--- src/rtl/neighbor_expander.sv ---
// neighbor_expander
//
// Expands one A* node into its eight 8-connected neighbours, one at a time.
// For each neighbour it checks the grid bounds, reads the obstacle map,
// computes the tentative g cost, and pulses the shared evaluation engine.
// It then forwards (x, y, g, f) to the open-list insert over a valid/ready
// stream. After the last neighbour it pulses done together with the
// number of neighbours that were emitted.
//
// Ports
//   clk, rst                 clock, asynchronous active-high reset
//   req_valid / req_ready    expand request from the open-list pop
//   req_x, req_y, req_g      node being expanded
//   goal_x, goal_y           goal, captured when the request is accepted
//   map_rd_en, map_addr      single-cycle obstacle-map read
//   map_blocked              map data, valid the cycle after map_rd_en
//   eval_enable              one-cycle start pulse to the evaluation engine
//   eval_x/y, eval_g         neighbour coordinates and tentative g
//   eval_goal_x/y            goal that was latched with the request
//   eval_valid, eval_f       engine result
//   out_valid / out_ready    neighbour result stream to the open-list insert
//   out_x/y, out_g, out_f    neighbour result payload
//   done, done_count         end-of-expansion pulse and emitted count
//   busy                     high whenever an expansion is in progress
module neighbor_expander #(
  parameter int GRID_W    = 64,
  parameter int GRID_H    = 64,
  parameter int ADDR_W    = 12,
  parameter int COST_ORTH = 10,
  parameter int COST_DIAG = 14
) (
  input  logic              clk,
  input  logic              rst,
  input  logic              req_valid,
  output logic              req_ready,
  input  logic [15:0]       req_x,
  input  logic [15:0]       req_y,
  input  logic [31:0]       req_g,
  input  logic [15:0]       goal_x,
  input  logic [15:0]       goal_y,
  output logic              map_rd_en,
  output logic [ADDR_W-1:0] map_addr,
  input  logic              map_blocked,
  output logic              eval_enable,
  output logic [31:0]       eval_g,
  output logic [15:0]       eval_x,
  output logic [15:0]       eval_y,
  output logic [15:0]       eval_goal_x,
  output logic [15:0]       eval_goal_y,
  input  logic              eval_valid,
  input  logic [31:0]       eval_f,
  output logic              out_valid,
  input  logic              out_ready,
  output logic [15:0]       out_x,
  output logic [15:0]       out_y,
  output logic [31:0]       out_g,
  output logic [31:0]       out_f,
  output logic              done,
  output logic [3:0]        done_count,
  output logic              busy
);

  typedef enum logic [2:0] {
    IDLE, GEN, MAP, EVAL, WAIT, OUT, NEXT, DONE
  } state_t;

  state_t       state_q;
  logic [2:0]   idx_q;
  logic [3:0]   cnt_q;
  logic [15:0]  cur_x_q;
  logic [15:0]  cur_y_q;
  logic [31:0]  base_g_q;
  logic [15:0]  nb_x_q;
  logic [15:0]  nb_y_q;
  logic         nb_in_q;

  // Neighbour offsets: idx 0..3 are the orthogonal moves, idx 4..7 the diagonals.
  function automatic logic signed [16:0] off_x(input logic [2:0] i);
    case (i)
      3'd0, 3'd4, 3'd5: off_x = 17'sd1;
      3'd1, 3'd6, 3'd7: off_x = -17'sd1;
      default:          off_x = 17'sd0;
    endcase
  endfunction

  function automatic logic signed [16:0] off_y(input logic [2:0] i);
    case (i)
      3'd2, 3'd4, 3'd6: off_y = 17'sd1;
      3'd3, 3'd5, 3'd7: off_y = -17'sd1;
      default:          off_y = 17'sd0;
    endcase
  endfunction

  logic [2:0]        gen_idx_d;
  logic [15:0]       src_x_d;
  logic [15:0]       src_y_d;
  logic signed [16:0] nx_d;
  logic signed [16:0] ny_d;
  logic              in_bounds_d;
  logic [ADDR_W-1:0] addr_d;
  logic [32:0]       g_sum_d;
  logic [31:0]       g_sat_d;

  // The neighbour about to be entered is computed one step ahead, so the
  // map read can be launched on the very edge that enters GEN. From IDLE it
  // is neighbour 0 of the incoming request; from NEXT it is idx+1 of the
  // latched node. A 17-bit signed sum lets 0-1 show up as negative, so
  // there is no wrap-around into the opposite edge of the grid.
  always_comb begin
    gen_idx_d   = (state_q == IDLE) ? 3'd0 : idx_q + 3'd1;
    src_x_d     = (state_q == IDLE) ? req_x : cur_x_q;
    src_y_d     = (state_q == IDLE) ? req_y : cur_y_q;
    nx_d        = $signed({1'b0, src_x_d}) + off_x(gen_idx_d);
    ny_d        = $signed({1'b0, src_y_d}) + off_y(gen_idx_d);
    in_bounds_d = !nx_d[16] && !ny_d[16]
                  && ({16'd0, nx_d[15:0]} < 32'(GRID_W))
                  && ({16'd0, ny_d[15:0]} < 32'(GRID_H));
    addr_d      = ADDR_W'(ny_d[15:0]) * ADDR_W'(GRID_W) + ADDR_W'(nx_d[15:0]);
    g_sum_d     = {1'b0, base_g_q} + (idx_q[2] ? 33'(COST_DIAG) : 33'(COST_ORTH));
    g_sat_d     = g_sum_d[32] ? 32'hFFFF_FFFF : g_sum_d[31:0];
  end

  // Single sequencer. Pulse outputs (map_rd_en, eval_enable, done) default
  // low every cycle and are raised only on the transition into the state
  // that owns them, so each one is registered and lasts exactly one cycle.
  always_ff @(posedge clk or posedge rst) begin
    if (rst) begin
      state_q     <= IDLE;
      idx_q       <= 3'd0;
      cnt_q       <= 4'd0;
      cur_x_q     <= 16'd0;
      cur_y_q     <= 16'd0;
      base_g_q    <= 32'd0;
      nb_x_q      <= 16'd0;
      nb_y_q      <= 16'd0;
      nb_in_q     <= 1'b0;
      req_ready   <= 1'b1;
      map_rd_en   <= 1'b0;
      map_addr    <= '0;
      eval_enable <= 1'b0;
      eval_g      <= 32'd0;
      eval_x      <= 16'd0;
      eval_y      <= 16'd0;
      eval_goal_x <= 16'd0;
      eval_goal_y <= 16'd0;
      out_valid   <= 1'b0;
      out_x       <= 16'd0;
      out_y       <= 16'd0;
      out_g       <= 32'd0;
      out_f       <= 32'd0;
      done        <= 1'b0;
      done_count  <= 4'd0;
      busy        <= 1'b0;
    end else begin
      map_rd_en   <= 1'b0;
      eval_enable <= 1'b0;
      done        <= 1'b0;
      case (state_q)
        IDLE: begin
          if (req_valid) begin
            cur_x_q     <= req_x;
            cur_y_q     <= req_y;
            base_g_q    <= req_g;
            eval_goal_x <= goal_x;
            eval_goal_y <= goal_y;
            idx_q       <= 3'd0;
            cnt_q       <= 4'd0;
            req_ready   <= 1'b0;
            busy        <= 1'b1;
            nb_x_q      <= nx_d[15:0];
            nb_y_q      <= ny_d[15:0];
            nb_in_q     <= in_bounds_d;
            map_rd_en   <= in_bounds_d;
            if (in_bounds_d) map_addr <= addr_d;
            state_q     <= GEN;
          end
        end
        GEN: begin
          state_q <= nb_in_q ? MAP : NEXT;
        end
        MAP: begin
          if (map_blocked) begin
            state_q <= NEXT;
          end else begin
            eval_enable <= 1'b1;
            eval_x      <= nb_x_q;
            eval_y      <= nb_y_q;
            eval_g      <= g_sat_d;
            state_q     <= EVAL;
          end
        end
        EVAL: begin
          state_q <= WAIT;
        end
        WAIT: begin
          if (eval_valid) begin
            out_f     <= eval_f;
            out_x     <= nb_x_q;
            out_y     <= nb_y_q;
            out_g     <= eval_g;
            out_valid <= 1'b1;
            state_q   <= OUT;
          end
        end
        OUT: begin
          if (out_ready) begin
            out_valid <= 1'b0;
            cnt_q     <= cnt_q + 4'd1;
            state_q   <= NEXT;
          end
        end
        NEXT: begin
          if (idx_q == 3'd7) begin
            done       <= 1'b1;
            done_count <= cnt_q;
            state_q    <= DONE;
          end else begin
            idx_q     <= idx_q + 3'd1;
            nb_x_q    <= nx_d[15:0];
            nb_y_q    <= ny_d[15:0];
            nb_in_q   <= in_bounds_d;
            map_rd_en <= in_bounds_d;
            if (in_bounds_d) map_addr <= addr_d;
            state_q   <= GEN;
          end
        end
        DONE: begin
          req_ready <= 1'b1;
          busy      <= 1'b0;
          state_q   <= IDLE;
        end
        default: state_q <= IDLE;
      endcase
    end
  end

endmodule

--- config.mk ---
export PLATFORM = sky130hd
export DESIGN_NAME = neighbor_expander
export DESIGN_NICKNAME = d
export VERILOG_FILES = /design/src/rtl/neighbor_expander.sv
export SDC_FILE = /design/constraint.sdc
export NUM_CORES = 1
export LEC_CHECK = 0
export CORE_MARGIN = 3
export CORE_UTILIZATION = 50
export DETAILED_ROUTE_END_ITERATION = 10
export PLACE_DENSITY = 0.89
export SLEW_MARGIN = 20
export SYNTH_ARGS = -nofsm -noshare
export SYNTH_HDL_FRONTEND = slang
export SYNTH_SLANG_ARGS = --single-unit
--- constraint.sdc ---
create_clock -name clk -period 12.8 [get_ports clk]
set_input_delay 1.28 -clock clk [delete_from_list [all_inputs] [get_ports clk]]
set_output_delay 1.28 -clock clk [all_outputs]
set_load 0.05 [all_outputs]
# Word-level counts from Yosys, hierarchy flattened
# Cells that the tools add are included.
# totals
reg_bits	321
output_inout_bits	214
# classes
n_addsub	6
n_lt_le_gt_ge	2
eq_ne	19
muxes	47
bitwise_logic	1
n_reduce_logical	24
# op_table
cell	count
two-way mux 16 bit	6
one-hot mux 17 bit (2 select lines)	2
one-hot mux 16 bit (2 select lines)	2
two-way mux 12 bit	3
adder 17 bit	2
adder 32 x 4 -> 33 bit	1
< comparator 16 x 7 -> 1 bit (second input constant)	2
two-way mux 32 bit	1
two-way mux 3 bit	10
equality test 3 bit (second input constant)	9
one-hot mux 12 bit (2 select lines)	1
one-hot mux 3 bit (8 select lines)	1
adder 12 bit	1
equality test 3 x 2 -> 1 bit (second input constant)	4
two-way mux 1 bit	12
AND reduction 3 bit	4
OR reduction 3 bit	4
one-hot mux 1 bit (2 select lines)	5
AND reduction 2 bit	5
two-way mux 4 bit	2
inequality test 2 bit (second input constant)	4
one-hot mux 4 bit (2 select lines)	1
nonzero test 2 bit	4
equality test 3 x 1 -> 1 bit (second input constant)	2
7 further kinds	11

# Depth between registers and ports, before layout
# depth
depth_word	13
depth_mapped	21
ltp_nobuf	19

# Least setup slack after synthesis
# Ideal clock, no wire load.
# synth_path
kind	register to register
startpoint	reg idx_q[0]
endpoint	reg map_addr[0]
arrival_time_ps	4905
required_time_ps	12675
path_slack_ps	7770
path_stages_with_launch	17
path_buffers	1
synth_period_minus_slack_ps	5030
cell_sequence	dfrtp_1 > ha_1 > ha_1 > nor3_1 > a21oi_1 > nor2_1 > ha_1 > and2_1 > a311o_1 > a221o_1 > o21ai_0 > a21oi_1 > nand4bb_1 > or4_4 > nor4_4 > buf_6 > mux2_4
# synth_between
elab_chain_len	13
word_cells_on_any_way	33
cone_classes	4 x add/sub; 2 x order compare; 9 x eq/ne; 7 x mux; 11 x reduce/logical
# synth_rtl
item	line_no	text
from (decl)	68	logic [2:0] idx_q;
from (signal assigned)	218	idx_q <= idx_q + 3'd1;
parallel branches: the longest is 13 deep, another holds adder 17 bit	-	
to (signal assigned)	174	if (in_bounds_d) map_addr <= addr_d;
to (signal assigned)	223	if (in_bounds_d) map_addr <= addr_d;
to (decl)	42	output logic [ADDR_W-1:0] map_addr,
# Several ways; the timed one is not identified. The select of a mux whose other input is x is not followed.
# A chain may end at the register's enable or synchronous reset.

# Worst setup path after layout
# layout_path
startpoint	reg idx_q[0]
endpoint	reg map_addr[10]
# Same word-level chain as after synthesis.

==> summary.txt <==
Synth
  – Synthesis Warnings: 0
  – Multiplexer share of the synthesized area: 0.165
  – Adder and majority gate portion of the synthesized area: 0.0377
  – Top-area cell type share of the netlist area: 0.539
  – Post-synthesis net count: 1,509
  – Most area-consuming cells after synthesis: sky130_fd_sc_hd__dfrtp_1 (54%), sky130_fd_sc_hd__mux2_2 (16%), sky130_fd_sc_hd__nand2_1 (6.8%), sky130_fd_sc_hd__ha_1 (3.4%), sky130_fd_sc_hd__xor2_1 (1.9%)
  – Area leader, netlist: sky130_fd_sc_hd__dfrtp_1
  – Cell variety after synth: 65
  – Synth Instances: 1,332
  – Predominant post-synthesis flop cell: sky130_fd_sc_hd__dfrtp_1
  – Post-Synth XOR/XNOR Area: 0.0318
  – Post-synthesis average cell area: 11.2 sq um
  – Post-Synthesis Cell Area: 0.0149 sq mm
  – Number of enable-type register cells in the synthesized netlist: 0
  – Async set-or-reset flop fraction in the synthesized netlist: 1.00
  – Basic-gate share of the synthesized area counting and, or, nand and nor cells: 0.127
  – Flop and latch count out of synthesis: 321
  – Dominant combinational cell family by area after synthesis: multiplexers
  – Compound-gate portion of the synthesized area: 0.0739
  – Register area share after synthesis: 0.541

Floorplanning
  – Area of the die: 0.0318 sq mm
  – Initial Util: 0.512
  – Die height: 178 um
  – Die span in x: 178 um
  – Floorplan Core Area: 0.0290 sq mm
  – Number of ports placed on the die boundary: 348
  – Num rows: 62

Final layout
  – Area overhead of the layout relative to synthesis: 33.2%
  – Share of cells above drive strength 1: 0.170
  – Most frequent cells in the layout: sky130_fd_sc_hd__clkdlybuf4s50_1 (347), sky130_fd_sc_hd__dfrtp_1 (320), sky130_fd_sc_hd__nand2_1 (267)
  – # nets final: 1,849
  – Most common library cell in the layout ignoring fill and taps: sky130_fd_sc_hd__clkdlybuf4s50_1
  – Fill count: 2,032
  – Area occupied by registers: 0.00803 sq mm
  – Area of the multi-input gates: 0.00649 sq mm

Global routing
  – Total routing usage reported by global routing: 0.251
  – Number of global-route vias before repair: 11.6k
  – Maximum number of pins on one net before global-route repair: 96
  – Total grt overflow: 0
  – Number of antenna violations at the first check in global routing: 4
  – Wire length of the first global-routing pass: 63.1 mm

Drt
  – First DRT Iteration DRCs: 736
  – # DRC: 0
  – Routed wire length: 40.4 mm
  – Number of nets with antenna violations after routing: 0
  – WL per Instance: 19.4 um
  – Total number of vias: 11.4k
  – DRT Pass-1 Iters: 5
  – Mean number of vias per cell: 5.48

Flow run
  – MaxCap Viol Count: 0

STA
  – Fraction of the cycle the final worst path needs: 0.456
  – Number of setup violations in the final report: 0
  – Fmax: 171 MHz
  – Setup repair after global routing missed its margin: false
  – Worst rel slew slack: 0.327
  – Final hold violation count: 0
  – Layout Skew: 21.3 ps
  – Crit path time final: 5830 ps
  – Max-slew violations: 0
  – Actual transition at the worst max-transition pin: 1000 ps
  – Total negative setup slack: 0 ps

Setup path
  – Start-to-end type of the worst setup path: flop to flop
  – Crit. End Element: flop
  – Critical path launch point type: flop
  – WP data arrival: 6230 ps
  – Required time at the worst-slack endpoint: 13,190 ps
  – Maximum fanout encountered on the critical timing path: 13

CTS
  – Number of CTS-inserted buffers: 34
  – CTS HTree Levels: 2
  – Clk sinks: 321
  – CTS root buffer: sky130_fd_sc_hd__clkbuf_16
  – Deepest clock path buffer count: 3
  – Setup repair bufs after CTS: 0
  – Post-CTS clock slew at the launch and capture registers of the worst setup and hold paths: 60 ps
  – Cells resized by post-CTS repair: 0
  – Cts-stage hold buffer count: 0
  – Worst skew pair latency: 520 ps
  – TritonCTS clock tree: done

Worst hold path
  – Min-Delay Path Class: flop to flop

Placed design
  – Final Wtd Congestion: 0.870
  – I/O Buffers: 347
  – HPWL after detailed placement: 29.0 mm

Status
  – Status: complete, no violations
-- synthesized netlist by cell type (4+ instances only) --
library cell	instances
sky130_fd_sc_hd__and3_1	6
sky130_fd_sc_hd__nand2_1	268
sky130_fd_sc_hd__a211oi_1	4
sky130_fd_sc_hd__nand2b_1	12
sky130_fd_sc_hd__nor3_1	17
sky130_fd_sc_hd__ha_1	40
sky130_fd_sc_hd__and2_1	6
sky130_fd_sc_hd__buf_1	4
sky130_fd_sc_hd__nor2b_1	5
sky130_fd_sc_hd__nand4_1	12
sky130_fd_sc_hd__xnor2_1	22
sky130_fd_sc_hd__a2111oi_0	4
sky130_fd_sc_hd__mux2i_1	9
sky130_fd_sc_hd__nor2_1	67
sky130_fd_sc_hd__or3_1	8
sky130_fd_sc_hd__dfrtp_1	320
sky130_fd_sc_hd__clkbuf_1	49
sky130_fd_sc_hd__inv_1	33
sky130_fd_sc_hd__nand3_1	15
sky130_fd_sc_hd__a21o_1	18
sky130_fd_sc_hd__mux2_2	206
sky130_fd_sc_hd__a21oi_1	48
sky130_fd_sc_hd__o211ai_1	7
sky130_fd_sc_hd__xor2_1	32
sky130_fd_sc_hd__a31oi_1	10
sky130_fd_sc_hd__o21ai_0	51
-- layer usage --
metal  GRT usage  vias up  part of all wire
li1            -     5274                 -
met1       0.322     5584              0.41
met2       0.421      432              0.48
met3      0.0481       89             0.070
met4      0.0994        0             0.040
met5           0        -                 0
-- cell families after synthesis --
logic type	after synthesis
AND/OR/NAND/NOR	433
flip-flops	321
multiplexers	218
AO/OA/AOI/OAI	173
buffers and inverters	90
XOR/XNOR	54
adder cells (fa/ha/maj)	43
-- worst max-delay path, cell delays in order (launching register included) --
cell and delay [ps]:
sky130_fd_sc_hd__dfrtp_1 430, sky130_fd_sc_hd__ha_1 220, sky130_fd_sc_hd__ha_1 410, sky130_fd_sc_hd__o21bai_4 170, sky130_fd_sc_hd__nor2_1 760, sky130_fd_sc_hd__ha_1 450, sky130_fd_sc_hd__and3_1 240, sky130_fd_sc_hd__a221oi_1 510
sky130_fd_sc_hd__nand2b_1 230, sky130_fd_sc_hd__nand3b_1 100, sky130_fd_sc_hd__xnor2_1 210, sky130_fd_sc_hd__nand4bb_1 150, sky130_fd_sc_hd__or4_4 570, sky130_fd_sc_hd__nor4_4 840, sky130_fd_sc_hd__mux2_2 420
-- final cells by class --
| class | instances | area share |
|---|---|---|
| Timing Repair Buffer | 360 | 0.181 |
| Clock buffer | 46 | 0.0494 |
| Antenna cell | 4 | 0.000506 |
| Sequential cell | 321 | 0.406 |
| Multi-Input combinational cell | 921 | 0.328 |
| Tap cell | 384 | 0.0243 |
| Inverter | 34 | 0.00683 |
| Clock inverter | 8 | 0.00455 |
-- through the flow --
stage | area (sq um) | worst slack (ps) | cells | hold WS [ps] | util
3_3_place_gp | 18700 | 7230 | 2020 | 457 | 0.645
3_5_place_dp | 18700 | 7010 | 2020 | 462 | 0.645
5_1_grt | 19800 | 6630 | 2078 | 495 | 0.682
2_1_floorplan | 14900 | 2640 | 1332 | 441 | -
4_1_cts | 19800 | 7000 | 2074 | 477 | 0.682
6_report | 19800 | 6970 | 2078 | 472 | 0.682
-- flip-flops by register name (all words and copies together), names as in the netlist, 12 cells and up --
name and cells:
base_g_q 32, cur_x_q 16, cur_y_q 16, eval_g 32
eval_goal_x 16, eval_goal_y 16, eval_x 16, eval_y 16
map_addr 12, nb_x_q 16, nb_y_q 16, out_f 32
out_g 32, out_x 16, out_y 16
-- worst paths after layout --
path / start / endpoint / slack (ps) / depth (start not counted)
worst min register to register: eval_x[14] / eval_x[14] / 470 / 2
min in group asynchronous: rst / base_g_q[0] / 1270 / 2
worst max-delay path: idx_q[0] / map_addr[10] / 6970 / 14
max in group asynchronous: rst / out_f[11] / 10090 / 3
worst min-delay path: eval_x[14] / eval_x[14] / 470 / 2
worst max register to register: idx_q[0] / map_addr[10] / 6970 / 14
Power is not shown: default switching activity piles up to over one toggle a cycle in this logic, so the estimate is an artifact.
